`config.mk`:
```
export PLATFORM = sky130hd
export DESIGN_NAME = actuated_traffic_controller_flat
export DESIGN_NICKNAME = d
export VERILOG_FILES = /design/src/rtl/actuated_traffic_controller_if.sv /design/src/rtl/actuated_traffic_controller.sv /design/src/flat_wrapper.sv
export SDC_FILE = /design/constraint.sdc
export NUM_CORES = 1
export LEC_CHECK = 0
export ABC_CLOCK_PERIOD_IN_PS = 2000
export BUFFER_PORTS_ARGS = -buffer_cell sky130_fd_sc_hd__buf_2
export CAP_MARGIN = 5
export CORE_UTILIZATION = 44
export CTS_CLUSTER_DIAMETER = 30
export DETAILED_ROUTE_END_ITERATION = 10
export SETUP_SLACK_MARGIN = 0.5
export SKIP_CTS_REPAIR_TIMING = 1
export SLEW_MARGIN = 20
export SYNTH_ARGS = -nofsm -noshare
export SYNTH_HDL_FRONTEND = slang
export SYNTH_SLANG_ARGS = --single-unit
```
`constraint.sdc`:
```
create_clock -name clk -period 2 [get_ports clk]
set_input_delay 0.4 -clock clk [delete_from_list [all_inputs] [get_ports clk]]
set_output_delay 0.4 -clock clk [all_outputs]
set_load 0.005 [all_outputs]
```
`src/rtl/actuated_traffic_controller_if.sv`:
```
// rtl/actuated_traffic_controller_if.sv - road sensor/request inputs and lamp outputs of the traffic controller
interface actuated_traffic_controller_if;
  logic       ew_sensor;
  logic       ped_req;
  logic       flash_mode;
  logic [2:0] ns_light;
  logic [2:0] ew_light;
  logic       ped_walk;

  // master drives sensors/requests and watches lamps; slave is the controller
  modport master (
    output ew_sensor, ped_req, flash_mode,
    input  ns_light, ew_light, ped_walk
  );

  modport slave (
    input  ew_sensor, ped_req, flash_mode,
    output ns_light, ew_light, ped_walk
  );
endinterface

```
`src/rtl/actuated_traffic_controller.sv`:
```
// rtl/actuated_traffic_controller.sv - actuated two-road traffic light controller with walk and flash modes
module actuated_traffic_controller #(
  parameter int GREEN_MIN   = 8,
  parameter int GREEN_MAX   = 16,
  parameter int YELLOW_TIME = 3,
  parameter int ALLRED_TIME = 2,
  parameter int PED_WALK    = 5,
  parameter int FLASH_HALF  = 4,
  parameter int CNT_W       = 5
) (
  input  logic                          clk,
  input  logic                          reset_n,
  actuated_traffic_controller_if.slave  tl
);

  typedef enum logic [2:0] {
    NS_GREEN, NS_YELLOW, ALL_RED_1, EW_GREEN, EW_YELLOW, ALL_RED_2, FLASH
  } state_t;

  localparam logic [2:0] RED = 3'b100;
  localparam logic [2:0] YEL = 3'b010;
  localparam logic [2:0] GRN = 3'b001;
  localparam logic [2:0] OFF = 3'b000;

  localparam logic [CNT_W-1:0] GMIN_LAST  = CNT_W'(GREEN_MIN - 1);
  localparam logic [CNT_W-1:0] GMAX_LAST  = CNT_W'(GREEN_MAX - 1);
  localparam logic [CNT_W-1:0] YEL_LAST   = CNT_W'(YELLOW_TIME - 1);
  localparam logic [CNT_W-1:0] AR_LAST    = CNT_W'(ALLRED_TIME - 1);
  localparam logic [CNT_W-1:0] FLASH_LAST = CNT_W'(FLASH_HALF - 1);
  localparam logic [CNT_W-1:0] WALK_LEN   = CNT_W'(PED_WALK);

  state_t           state_q, state_d;
  logic [CNT_W-1:0] timer_q, timer_d;
  logic             ew_demand_q, ew_demand_d;
  logic             ped_pending_q, ped_pending_d;
  logic             walk_grant_q, walk_grant_d;
  logic             flash_phase_q, flash_phase_d;

  logic [2:0] ns_light;
  logic [2:0] ew_light;
  logic       ped_walk;

  // state, timer and latched requests; reset parks the junction in all-red clearance
  always_ff @(posedge clk or negedge reset_n) begin
    if (!reset_n) begin
      state_q       <= ALL_RED_2;
      timer_q       <= '0;
      ew_demand_q   <= 1'b0;
      ped_pending_q <= 1'b0;
      walk_grant_q  <= 1'b0;
      flash_phase_q <= 1'b0;
    end else begin
      state_q       <= state_d;
      timer_q       <= timer_d;
      ew_demand_q   <= ew_demand_d;
      ped_pending_q <= ped_pending_d;
      walk_grant_q  <= walk_grant_d;
      flash_phase_q <= flash_phase_d;
    end
  end

  // next-state, timer and request latching; a request seen this cycle counts immediately
  always_comb begin
    state_d       = state_q;
    timer_d       = timer_q + 1'b1;
    ew_demand_d   = ew_demand_q   | (tl.ew_sensor && state_q != EW_GREEN);
    ped_pending_d = ped_pending_q | (tl.ped_req   && state_q != EW_GREEN);
    walk_grant_d  = walk_grant_q;
    flash_phase_d = flash_phase_q;

    case (state_q)
      NS_GREEN: begin
        if (timer_q >= GMIN_LAST) begin
          if (ew_demand_d || ped_pending_d || tl.flash_mode) begin
            state_d = NS_YELLOW;
            timer_d = '0;
          end else begin
            // resting green: hold the timer so the minimum stays satisfied
            timer_d = GMIN_LAST;
          end
        end
      end
      NS_YELLOW: begin
        if (timer_q == YEL_LAST) begin
          state_d = ALL_RED_1;
          timer_d = '0;
        end
      end
      ALL_RED_1: begin
        if (timer_q == AR_LAST) begin
          timer_d = '0;
          if (tl.flash_mode) begin
            state_d       = FLASH;
            flash_phase_d = 1'b1;
          end else begin
            // entering EW green consumes the requests; clear beats a same-cycle set
            state_d       = EW_GREEN;
            walk_grant_d  = ped_pending_d;
            ew_demand_d   = 1'b0;
            ped_pending_d = 1'b0;
          end
        end
      end
      EW_GREEN: begin
        if (timer_q == GMAX_LAST ||
            (timer_q >= GMIN_LAST && (!tl.ew_sensor || tl.flash_mode))) begin
          state_d = EW_YELLOW;
          timer_d = '0;
        end
      end
      EW_YELLOW: begin
        if (timer_q == YEL_LAST) begin
          state_d = ALL_RED_2;
          timer_d = '0;
        end
      end
      ALL_RED_2: begin
        if (timer_q == AR_LAST) begin
          timer_d = '0;
          if (tl.flash_mode) begin
            state_d       = FLASH;
            flash_phase_d = 1'b1;
          end else begin
            state_d = NS_GREEN;
          end
        end
      end
      FLASH: begin
        if (!tl.flash_mode) begin
          state_d = ALL_RED_2;
          timer_d = '0;
        end else if (timer_q == FLASH_LAST) begin
          flash_phase_d = ~flash_phase_q;
          timer_d       = '0;
        end
      end
      default: begin
        state_d = ALL_RED_2;
        timer_d = '0;
      end
    endcase
  end

  // Moore lamp decode from registered state only
  always_comb begin
    ns_light = RED;
    ew_light = RED;
    ped_walk = 1'b0;
    case (state_q)
      NS_GREEN:  ns_light = GRN;
      NS_YELLOW: ns_light = YEL;
      EW_GREEN: begin
        ew_light = GRN;
        ped_walk = walk_grant_q && (timer_q < WALK_LEN);
      end
      EW_YELLOW: ew_light = YEL;
      FLASH: begin
        ns_light = flash_phase_q ? YEL : OFF;
        ew_light = flash_phase_q ? RED : OFF;
      end
      default: begin
        ns_light = RED;
        ew_light = RED;
      end
    endcase
  end

  assign tl.ns_light = ns_light;
  assign tl.ew_light = ew_light;
  assign tl.ped_walk = ped_walk;

endmodule

```
`src/flat_wrapper.sv`:
```
// flat-port wrapper written by rule: the top's interface ports become plain ports
module actuated_traffic_controller_flat 
#(
  parameter int GREEN_MIN   = 8,
  parameter int GREEN_MAX   = 16,
  parameter int YELLOW_TIME = 3,
  parameter int ALLRED_TIME = 2,
  parameter int PED_WALK    = 5,
  parameter int FLASH_HALF  = 4,
  parameter int CNT_W       = 5
)
  (clk, reset_n, tl_ew_sensor, tl_ped_req, tl_flash_mode, tl_ns_light, tl_ew_light, tl_ped_walk);
  actuated_traffic_controller_if tl_i ();
  input  logic clk;
  input  logic reset_n;
  input wire logic [$bits(tl_i.ew_sensor)-1:0] tl_ew_sensor;
  input wire logic [$bits(tl_i.ped_req)-1:0] tl_ped_req;
  input wire logic [$bits(tl_i.flash_mode)-1:0] tl_flash_mode;
  output wire logic [$bits(tl_i.ns_light)-1:0] tl_ns_light;
  output wire logic [$bits(tl_i.ew_light)-1:0] tl_ew_light;
  output wire logic [$bits(tl_i.ped_walk)-1:0] tl_ped_walk;
  assign tl_i.ew_sensor = tl_ew_sensor;
  assign tl_i.ped_req = tl_ped_req;
  assign tl_i.flash_mode = tl_flash_mode;
  assign tl_ns_light = tl_i.ns_light;
  assign tl_ew_light = tl_i.ew_light;
  assign tl_ped_walk = tl_i.ped_walk;
  actuated_traffic_controller #(.GREEN_MIN(GREEN_MIN), .GREEN_MAX(GREEN_MAX), .YELLOW_TIME(YELLOW_TIME), .ALLRED_TIME(ALLRED_TIME), .PED_WALK(PED_WALK), .FLASH_HALF(FLASH_HALF), .CNT_W(CNT_W)) u_core (.clk(clk), .reset_n(reset_n), .tl(tl_i));
endmodule
```
==> results.yml, run 1 <==
grt:
  grt_max_degree: 15
  gr-total-overflow: 0
  grt_pass1_wl_mm: 3.39
  gr-usage-met3: 0.0346
  first_global_vias: 748
  antenna_found_initial: 0
  grt_use_met1: 0.313
  globalRouteTotalUtil: 0.223
  grt-busiest-layer: "met2"
  grtUsageMet2: 0.342
final_layout:
  final_cell_area_um2: 1230
  syn_to_final_growth_pct: 38.0
  nets: 141
  antenna_cells: 0
  postLayoutCoreUtil: 0.678
  drive_above_1_share: 0.473
  final_cell_mix: "nor2_1 (16), buf_4 (15), buf_2 (11)"
  finalNonFillerCells: 156
  mostFrequentLayoutCell: "nor2_1"
  fill_cells: 148
floorplanning:
  num_rows: 15
  core_um2: 1820
  start_util: 0.491
  fp.dieH_um: 47.1
  dieArea_um2: 2220
  die_w_um: 47.1
  pin_count: 12
sta:
  rsz0062_at_grt: "yes"
  hold_viol_final: 10
  holdWs_ns: -0.0233
  final.setup.tns_ns: 0
  max_freq_mhz: 522
  drv_slew: 0
  finalCriticalPeriod_ns: 1.92
  worst_pin_slew_ns: 0.365
  period_share: 0.958
  fin_worst_skew_ns: 0.00207
  setup_violations: 0
  max-slew-margin-rel: 0.757
synthesis:
  yosysTopAreaCell: "dfrtp_1"
  synth_area_leaders: "dfrtp_1 (28%), nor2_1 (7.1%), dfstp_2 (5.9%)"
  seq_area_frac_synth: 0.338
  yosys_warnings: 0
  yosysTopAreaCellShare: 0.280
  syn_inst: 102
  synthesis.area_um2: 895
  synthArstFlopShare: 1.00
  synthFlopType: "dfrtp_1"
  syn_avg_cell_area_um2: 8.77
  ys_types: 38
  synth_edf_count: 0
  syn_nets: 111
  synth-seq-cells: 12
power:
  powerDensity_nw_per_um2: 1570
  ir_drop_mv: 0.778
  leakage_uw: 0.000534
  p_total_uw: 1940
worst_setup_path:
  start_kind: "flip-flop"
  arrival_ns: 2.09
  reg2reg_slack_ns: 0.08
  endpoint_kind: "flip-flop"
  crit_fanout: 8
  required_ns: 2.17
  critPathKind: "flip-flop to flip-flop"
clocking:
  clock-root-buffer: "clkbuf_4"
  clockBufferDepth: 2
  clk_pin_slew_ns: 0.09
  cts_max_level: 1
  cts_buffers: 3
  tritoncts: "built"
  clk_latency_ns: 0.29
  clock-sinks: 12
detailed_routing:
  drc: 0
  wl_mm: 2.44
  drt_iter0_drc: 63
  drt.antenna.violating_nets: 0
  vias: 892
  vias_per_cell: 5.72
  first_pass_iters: 4
  routedWlPerCell_um: 15.7
place:
  gp_congestion: 0.816
  io_buffers: 11
  hpwlAfterDp_mm: 1.52
  placed_cell_area_um2: 1010
  dp.cells: 140
status:
  violations: "negative hold slack"
  status: "complete, but fails checks"
worst_hold_path:
  min_path_type: "primary input to asynchronous set/reset pin"
job:
  max-cap-violations: 0
critical path: stages (launching register included):
cell	delay (ns)
dfstp_2	0.41
buf_6	0.13
buf_12	0.13
nand2_1	0.10
o21ai_1	0.10
a221o_4	0.49
a311oi_4	0.34
o21ai_1	0.11
final cells by class:
type | count | area (µm²) | share of cell area
Tap cell | 25 | 31.3 | 0.0253
Inverter | 6 | 22.5 | 0.0182
Sequential cell | 12 | 308 | 0.249
Clock buffer | 4 | 36.3 | 0.0294
Timing Repair Buffer | 30 | 215 | 0.174
Multi-Input combinational cell | 79 | 622 | 0.504
sequential cells by signal, indices dropped and copies added, names as in the netlist:
name / count
u_core.ew_demand_q: 1
u_core.flash_phase_q: 1
u_core.ped_pending_q: 1
u_core.state_q: 3
u_core.timer_q: 5
u_core.walk_grant_q: 1
power by group:
part | internal, µW | total [µW] | switching [µW] | leakage, µW
sequential | 341 | 457 | 116 | 0.000136
combinational | 645 | 1270 | 622 | 0.000377
clock | 111 | 215 | 104 | 0.0000210
worst paths after layout:
check	startpoint	endpoint	cells past startpoint
setup / recovery	u_core.state_q[0]	u_core.timer_q[0]	7
hold / removal	reset_n	u_core.flash_phase_q	1
setup reg to reg	u_core.state_q[0]	u_core.timer_q[0]	7
min in group clk	tl_ped_req	u_core.ped_pending_q	3
max in group asynchronous	reset_n	u_core.state_q[2]	1
hold reg to reg	u_core.ew_demand_q	u_core.ew_demand_q	2
metrics by stage:
stage	setup slack [ns]	hold slack, ns
floorplan	0.170	0.104
global placement	0.124	0.293
detailed placement	0.0632	0.303
CTS	0.0426	-0.00338
global route	0.0385	0.00275
finish	0.0850	-0.0233
routing by layer:
layer	routed length, µm	share of wire	up-vias
met5	0	0	-
met4	43	0.018	0
met3	155	0.063	7
met2	1130	0.46	37
met1	1120	0.46	426
li1	-	-	422
synth_stat cells (2+ instances only):
cell type	instances
nor2_1	17
nand3_1	3
nand2_1	8
buf_2	3
a21oi_1	7
dfstp_2	2
dfrtp_1	10
nand2b_1	4
nor2b_1	2
o21ai_0	7
ha_1	4
inv_1	6
o21ai_1	4
kinds of logic after synthesis:
family	synth area share
buf+inv	0.0545
compound gates	0.259
mux	0.0112
simple gates	0.271
flops	0.338
xor+xnor	0.00979
fa+ha+maj	0.0559
(Power assumes the default switching activity.)
==> run 2, diff against run 1 <==
--- a/config.mk
+++ b/config.mk
@@ -5,12 +5,14 @@
 export SDC_FILE = /design/constraint.sdc
 export NUM_CORES = 1
 export LEC_CHECK = 0
-export ABC_CLOCK_PERIOD_IN_PS = 2000
+export ABC_CLOCK_PERIOD_IN_PS = 1700
 export BUFFER_PORTS_ARGS = -buffer_cell sky130_fd_sc_hd__buf_2
 export CAP_MARGIN = 5
 export CORE_UTILIZATION = 44
 export CTS_CLUSTER_DIAMETER = 30
 export DETAILED_ROUTE_END_ITERATION = 10
+export GPL_ROUTABILITY_DRIVEN = 0
+export PLACE_DENSITY = 0.66
 export SETUP_SLACK_MARGIN = 0.5
 export SKIP_CTS_REPAIR_TIMING = 1
 export SLEW_MARGIN = 20
==> constraint.sdc (replaced) <==
create_clock -name clk -period 1.7 [get_ports clk]
set_input_delay 0.34 -clock clk [delete_from_list [all_inputs] [get_ports clk]]
set_output_delay 0.34 -clock clk [all_outputs]
set_load 0.02 [all_outputs]
==> run 2 against run 1 <==
  * The run ends with negative setup slack left
  * Sequential cell count did not move
  * Critical path depth is 1 lower
  * Hold slack improved by 0.38 ns
  * Die area unchanged
  * Critical endpoint is now u_core.timer_q[3]
  * Cell area grew 14%
  * Sequential power increased by 7.2%
==> results.yml, run 2 (same netlist as run 1, synthesis figures left out) <==
status:
  status: "complete, but fails checks"
  violations: "negative setup slack"
sta:
  worst_pin_slew_ns: 0.321
  period_share: 1.12
  hold_viol_final: 0
  fin_worst_skew_ns: 0.00723
  setup_ws_ns: -0.209
  setup_violations: 13
  max_freq_mhz: 524
  max-slew-margin-rel: 0.785
  drv_slew: 0
  rsz0062_at_grt: "yes"
  finalCriticalPeriod_ns: 1.91
worst_setup_path:
  r2r-start: "u_core.state_q[2]"
  r2r_cells: 6
  arrival_ns: 2.06
  r2r_end: "u_core.timer_q[3]"
  critPathKind: "flip-flop to flip-flop"
  start_kind: "flip-flop"
  crit_fanout: 7
  endpoint_kind: "flip-flop"
  reg2reg_slack_ns: -0.21
  required_ns: 1.85
clocking:
  cts_buffers: 3
  clk_latency_ns: 0.27
  cts_max_level: 1
  clockBufferDepth: 2
  clock-root-buffer: "clkbuf_4"
  clock-sinks: 12
  tritoncts: "built"
  clk_pin_slew_ns: 0.08
place:
  dp.cells: 153
  io_buffers: 11
  hpwlAfterDp_mm: 1.77
  dp_worst_setup_slack_ns: -0.149
  placed_cell_area_um2: 1210
power:
  ir_drop_mv: 1.03
  leakage_uw: 0.000604
  powerDensity_nw_per_um2: 1820
  p_total_uw: 2560
detailed_routing:
  drc: 0
  routedWlPerCell_um: 14.9
  first_pass_iters: 4
  drt.antenna.violating_nets: 0
  vias_per_cell: 5.38
  drt_iter0_drc: 18
  vias: 882
  wl_mm: 2.44
final_layout:
  top_regs: "u_core.timer_q x5, u_core.state_q x3"
  largest_reg_flops: 5
  postLayoutCoreUtil: 0.772
  regMostFlops: "u_core.timer_q"
  mostFrequentLayoutCell: "buf_4"
  drive_above_1_share: 0.561
  antenna_cells: 0
  nets: 149
  final_cell_area_um2: 1410
  finalNonFillerCells: 164
  final_cell_mix: "buf_4 (18), buf_6 (12), nor2_1 (11), dfrtp_1 (9), a21oi_1 (7)"
  syn_to_final_growth_pct: 57.1
worst_hold_path:
  hold_path_end: "u_core.ped_pending_q"
  min_path_type: "primary input to flip-flop"
  hold_depth: 3
  min_from: "tl_ped_req"
floorplanning:
  fp.dieH_um: 47.1
  die_w_um: 47.1
  num_rows: 15
  start_util: 0.491
  dieArea_um2: 2220
  core_um2: 1820
  pin_count: 12
grt:
  first_global_vias: 754
  grt_max_degree: 13
  antenna_found_initial: 0
  gr-total-overflow: 0
  globalRouteTotalUtil: 0.236
  grt_pass1_wl_mm: 3.53
job:
  max-cap-violations: 0
==> run 2: worst max-delay path by stage <==
stage | slack [ns] | cells past startpoint | end | startpoint
after floorplan | -0.13 | 7 | u_core.timer_q[0] | u_core.timer_q[0]
after global placement | -0.13 | 8 | u_core.timer_q[2] | u_core.timer_q[1]
after detailed placement | -0.15 | 8 | u_core.timer_q[2] | u_core.timer_q[1]
after CTS | -0.34 | 7 | tl_ns_light[1] | u_core.state_q[2]
after global routing | -0.24 | 6 | u_core.timer_q[1] | u_core.state_q[2]
final | -0.21 | 6 | u_core.timer_q[3] | u_core.state_q[2]
==> run 2: area by class of cell <==
cell class	count	area (µm²)
clock buffer	4	26.3
fill	132	415
sequential	12	304
tap	25	31.3
multi-input combinational	79	696
timing repair buffer	38	325
inverter	6	22.5
==> run 2: through the flow <==
stage / setup TNS [ns] / hold slack, ns
2_1_floorplan: -0.596 / 0.0444
3_3_place_gp: -0.473 / 0.232
3_5_place_dp: -0.721 / 0.236
4_1_cts: -1.70 / -0.0648
5_1_grt: -2.43 / 0.384
6_report: -1.86 / 0.361
==> run 2: metal layers <==
| layer | vias to the layer above | GRT usage | share of wire |
|---|---|---|---|
| li1 | 437 | - | - |
| met1 | 414 | 0.330 | 0.46 |
| met2 | 27 | 0.372 | 0.50 |
| met3 | 4 | 0.0231 | 0.030 |
| met4 | 0 | 0.103 | 0.012 |
| met5 | - | 0 | 0 |
==> run 2: critical path, cell delays in order (launching register included) <==
cell and delay (ns):
dfstp_2 0.55, buf_6 0.12, or3b_1 0.10, o21ai_0 0.12
a221o_4 0.52, a311oi_2 0.31, nor2_1 0.09
==> run 2: power by group <==
group	switching (µW)	internal (µW)	total (µW)
Combinational	943	939	1880
Clock	93.8	90.7	185
Sequential	92.1	398	490
Total	1130	1430	2560
==> run 3, diff against run 2 <==
--- a/config.mk
+++ b/config.mk
@@ -7,7 +7,7 @@
 export LEC_CHECK = 0
 export ABC_CLOCK_PERIOD_IN_PS = 1700
 export BUFFER_PORTS_ARGS = -buffer_cell sky130_fd_sc_hd__buf_2
-export CAP_MARGIN = 5
+export CAP_MARGIN = 20
 export CORE_UTILIZATION = 44
 export CTS_CLUSTER_DIAMETER = 30
 export DETAILED_ROUTE_END_ITERATION = 10
==> constraint.sdc (replaced) <==
create_clock -name clk -period 1.7 [get_ports clk]
set_input_delay 0.085 -clock clk [delete_from_list [all_inputs] [get_ports clk]]
set_output_delay 0.085 -clock clk [all_outputs]
set_load 0.02 [all_outputs]
==> run 3 against run 2 <==
  * The run still ends with negative setup slack left
  * Register-to-register slack gained 0.04 ns
  * Worst setup slack better by 0.040 ns
  * Critical path depth increased by 2
  * Clock power up 26%
  * Via count increased by 2.7%
  * Sequential power up 3%
  * Global-route usage fell by 3.4 points
  * Non-clock buffer count grew 1
  * Clock skew fell by 0.0061 ns
  * Critical path type unchanged
==> results.yml, run 3 (same netlist as run 1, synthesis figures left out) <==
final_layout:
  antenna_cells: 0
  mostFrequentLayoutCell: "buf_6"
  syn_to_final_growth_pct: 62.5
  regMostFlops: "u_core.timer_q"
  final_cell_mix: "buf_6 (19), buf_4 (14), nor2_1 (11), dfrtp_1 (10)"
  largest_reg_flops: 5
  fill_cells: 117
  top_regs: "u_core.timer_q x5, u_core.state_q x3"
  drive_above_1_share: 0.557
  nets: 150
worst_setup_path:
  cp.depth: 8
  required_ns: 1.89
  reg2reg_slack_ns: -0.17
  start_kind: "flip-flop"
  cp-endpoint: "u_core.timer_q[2]"
  slowest_delay_ns: 0.39
  r2r_cells: 8
  cp_cell_sequence: "ha_2, buf_6, a211o_4, buf_6, o21a_4, nor2b_4, nor2_1, a211oi_2"
  crit_slowest_cell: "dfrtp_1"
  endpoint_kind: "flip-flop"
  worst_path_most_repeated_cell: "buf_6"
  cp_num_buf_inv: 2
  cp_top_family: "compound AO/OA/AOI/OAI gates"
  r2r-start: "u_core.timer_q[1]"
  arrival_ns: 2.06
  critPathKind: "flip-flop to flip-flop"
  r2r_end: "u_core.timer_q[2]"
  crit_fanout: 4
  cp-startpoint: "u_core.timer_q[1]"
clocking:
  clockBufferDepth: 2
  clock-root-buffer: "clkbuf_4"
  tritoncts: "built"
  clk_pin_slew_ns: 0.08
  clk_latency_ns: 0.28
  clock-sinks: 12
  cts_buffers: 3
  cts_max_level: 1
detailed_routing:
  drc: 0
  wl_mm: 2.46
  vias_per_cell: 5.49
  first_pass_iters: 4
  drt_iter0_drc: 18
  drt.antenna.violating_nets: 0
  vias: 906
  routedWlPerCell_um: 14.9
job:
  max-cap-violations: 0
worst_hold_path:
  min_path_type: "primary input to flip-flop"
  min_from: "tl_ped_req"
floorplanning:
  core_um2: 1820
  die_w_um: 47.1
  fp.dieH_um: 47.1
  num_rows: 15
  dieArea_um2: 2220
  pin_count: 12
  start_util: 0.491
grt:
  gr-total-overflow: 0
  first_global_vias: 716
  globalRouteTotalUtil: 0.203
  grt_max_degree: 14
  grt_pass1_wl_mm: 3.10
  antenna_found_initial: 0
power:
  powerDensity_nw_per_um2: 1850
  p_total_uw: 2690
  leakage_uw: 0.000625
  ir_drop_mv: 1.24
sta:
  worst_pin_slew_ns: 0.311
  final.setup.tns_ns: -0.966
  drv_slew: 0
  holdWs_ns: 0.117
  setup_violations: 8
  rsz0062_at_grt: "yes"
  period_share: 1.10
  max-slew-margin-rel: 0.792
  setup_ws_ns: -0.169
  finalCriticalPeriod_ns: 1.87
  fin_worst_skew_ns: 0.00117
  max_freq_mhz: 535
  hold_viol_final: 0
status:
  status: "complete, but fails checks"
  violations: "negative setup slack"
place:
  io_buffers: 11
  hpwlAfterDp_mm: 1.55
run 3: cell types whose count changed in the layout (fill, tap and decap cells not counted), moves of 2 or more:
cell / previous run / this run
o21ai_0: 5 / 2
buf_6: 12 / 19
o21ai_1: 2 / 5
buf_4: 18 / 14
buf_2: 6 / 4
run 3: layout make-up:
type	count	area (µm²)	area share
inverter	6	25.0	0.0172
timing repair buffer	39	364	0.250
multi-input combinational	79	694	0.478
clock buffer	4	36.3	0.0250
tap	25	31.3	0.0215
sequential	12	303	0.208
run 3: tightest hold or removal path: stages:
cell and delay [ns]:
buf_2 0.09, a21oi_1 0.08, nor2_1 0.10
run 3: report_power, final:
part | total [µW] | switching (µW) | internal, µW | leakage, µW
Sequential | 503 | 105 | 397 | 0.000142
Clock | 234 | 104 | 130 | 0.0000210
Combinational | 1950 | 954 | 996 | 0.000462
Total | 2690 | 1160 | 1520 | 0.000625
run 3: per-layer routing:
layer / vias to the layer above / share of wire / global-route usage
met5: - / 0 / 0
met4: 0 / 0.011 / 0.0686
met3: 4 / 0.014 / 0.0231
met2: 13 / 0.51 / 0.322
met1: 447 / 0.47 / 0.285
li1: 442 / - / -
run 3: worst min-delay path by stage:
stage / to / slack (ns) / depth (start not counted)
floorplan: u_core.ew_demand_q / -0.21 / 0
global placement: u_core.timer_q[2] / -0.02 / 1
detailed placement: u_core.timer_q[2] / -0.02 / 1
CTS: u_core.timer_q[4] / -0.32 / 1
global route: u_core.ped_pending_q / 0.13 / 3
finish: u_core.ped_pending_q / 0.12 / 3
run 3: per-stage QoR:
stage | worst slack (ns) | cells | instance area (µm²) | utilization
floorplan | -0.130 | 102 | 948 | -
global placement | -0.158 | 151 | 1130 | 0.623
detailed placement | -0.171 | 151 | 1130 | 0.623
CTS | -0.194 | 155 | 1170 | 0.643
global route | -0.221 | 165 | 1450 | 0.799
finish | -0.169 | 165 | 1450 | 0.799
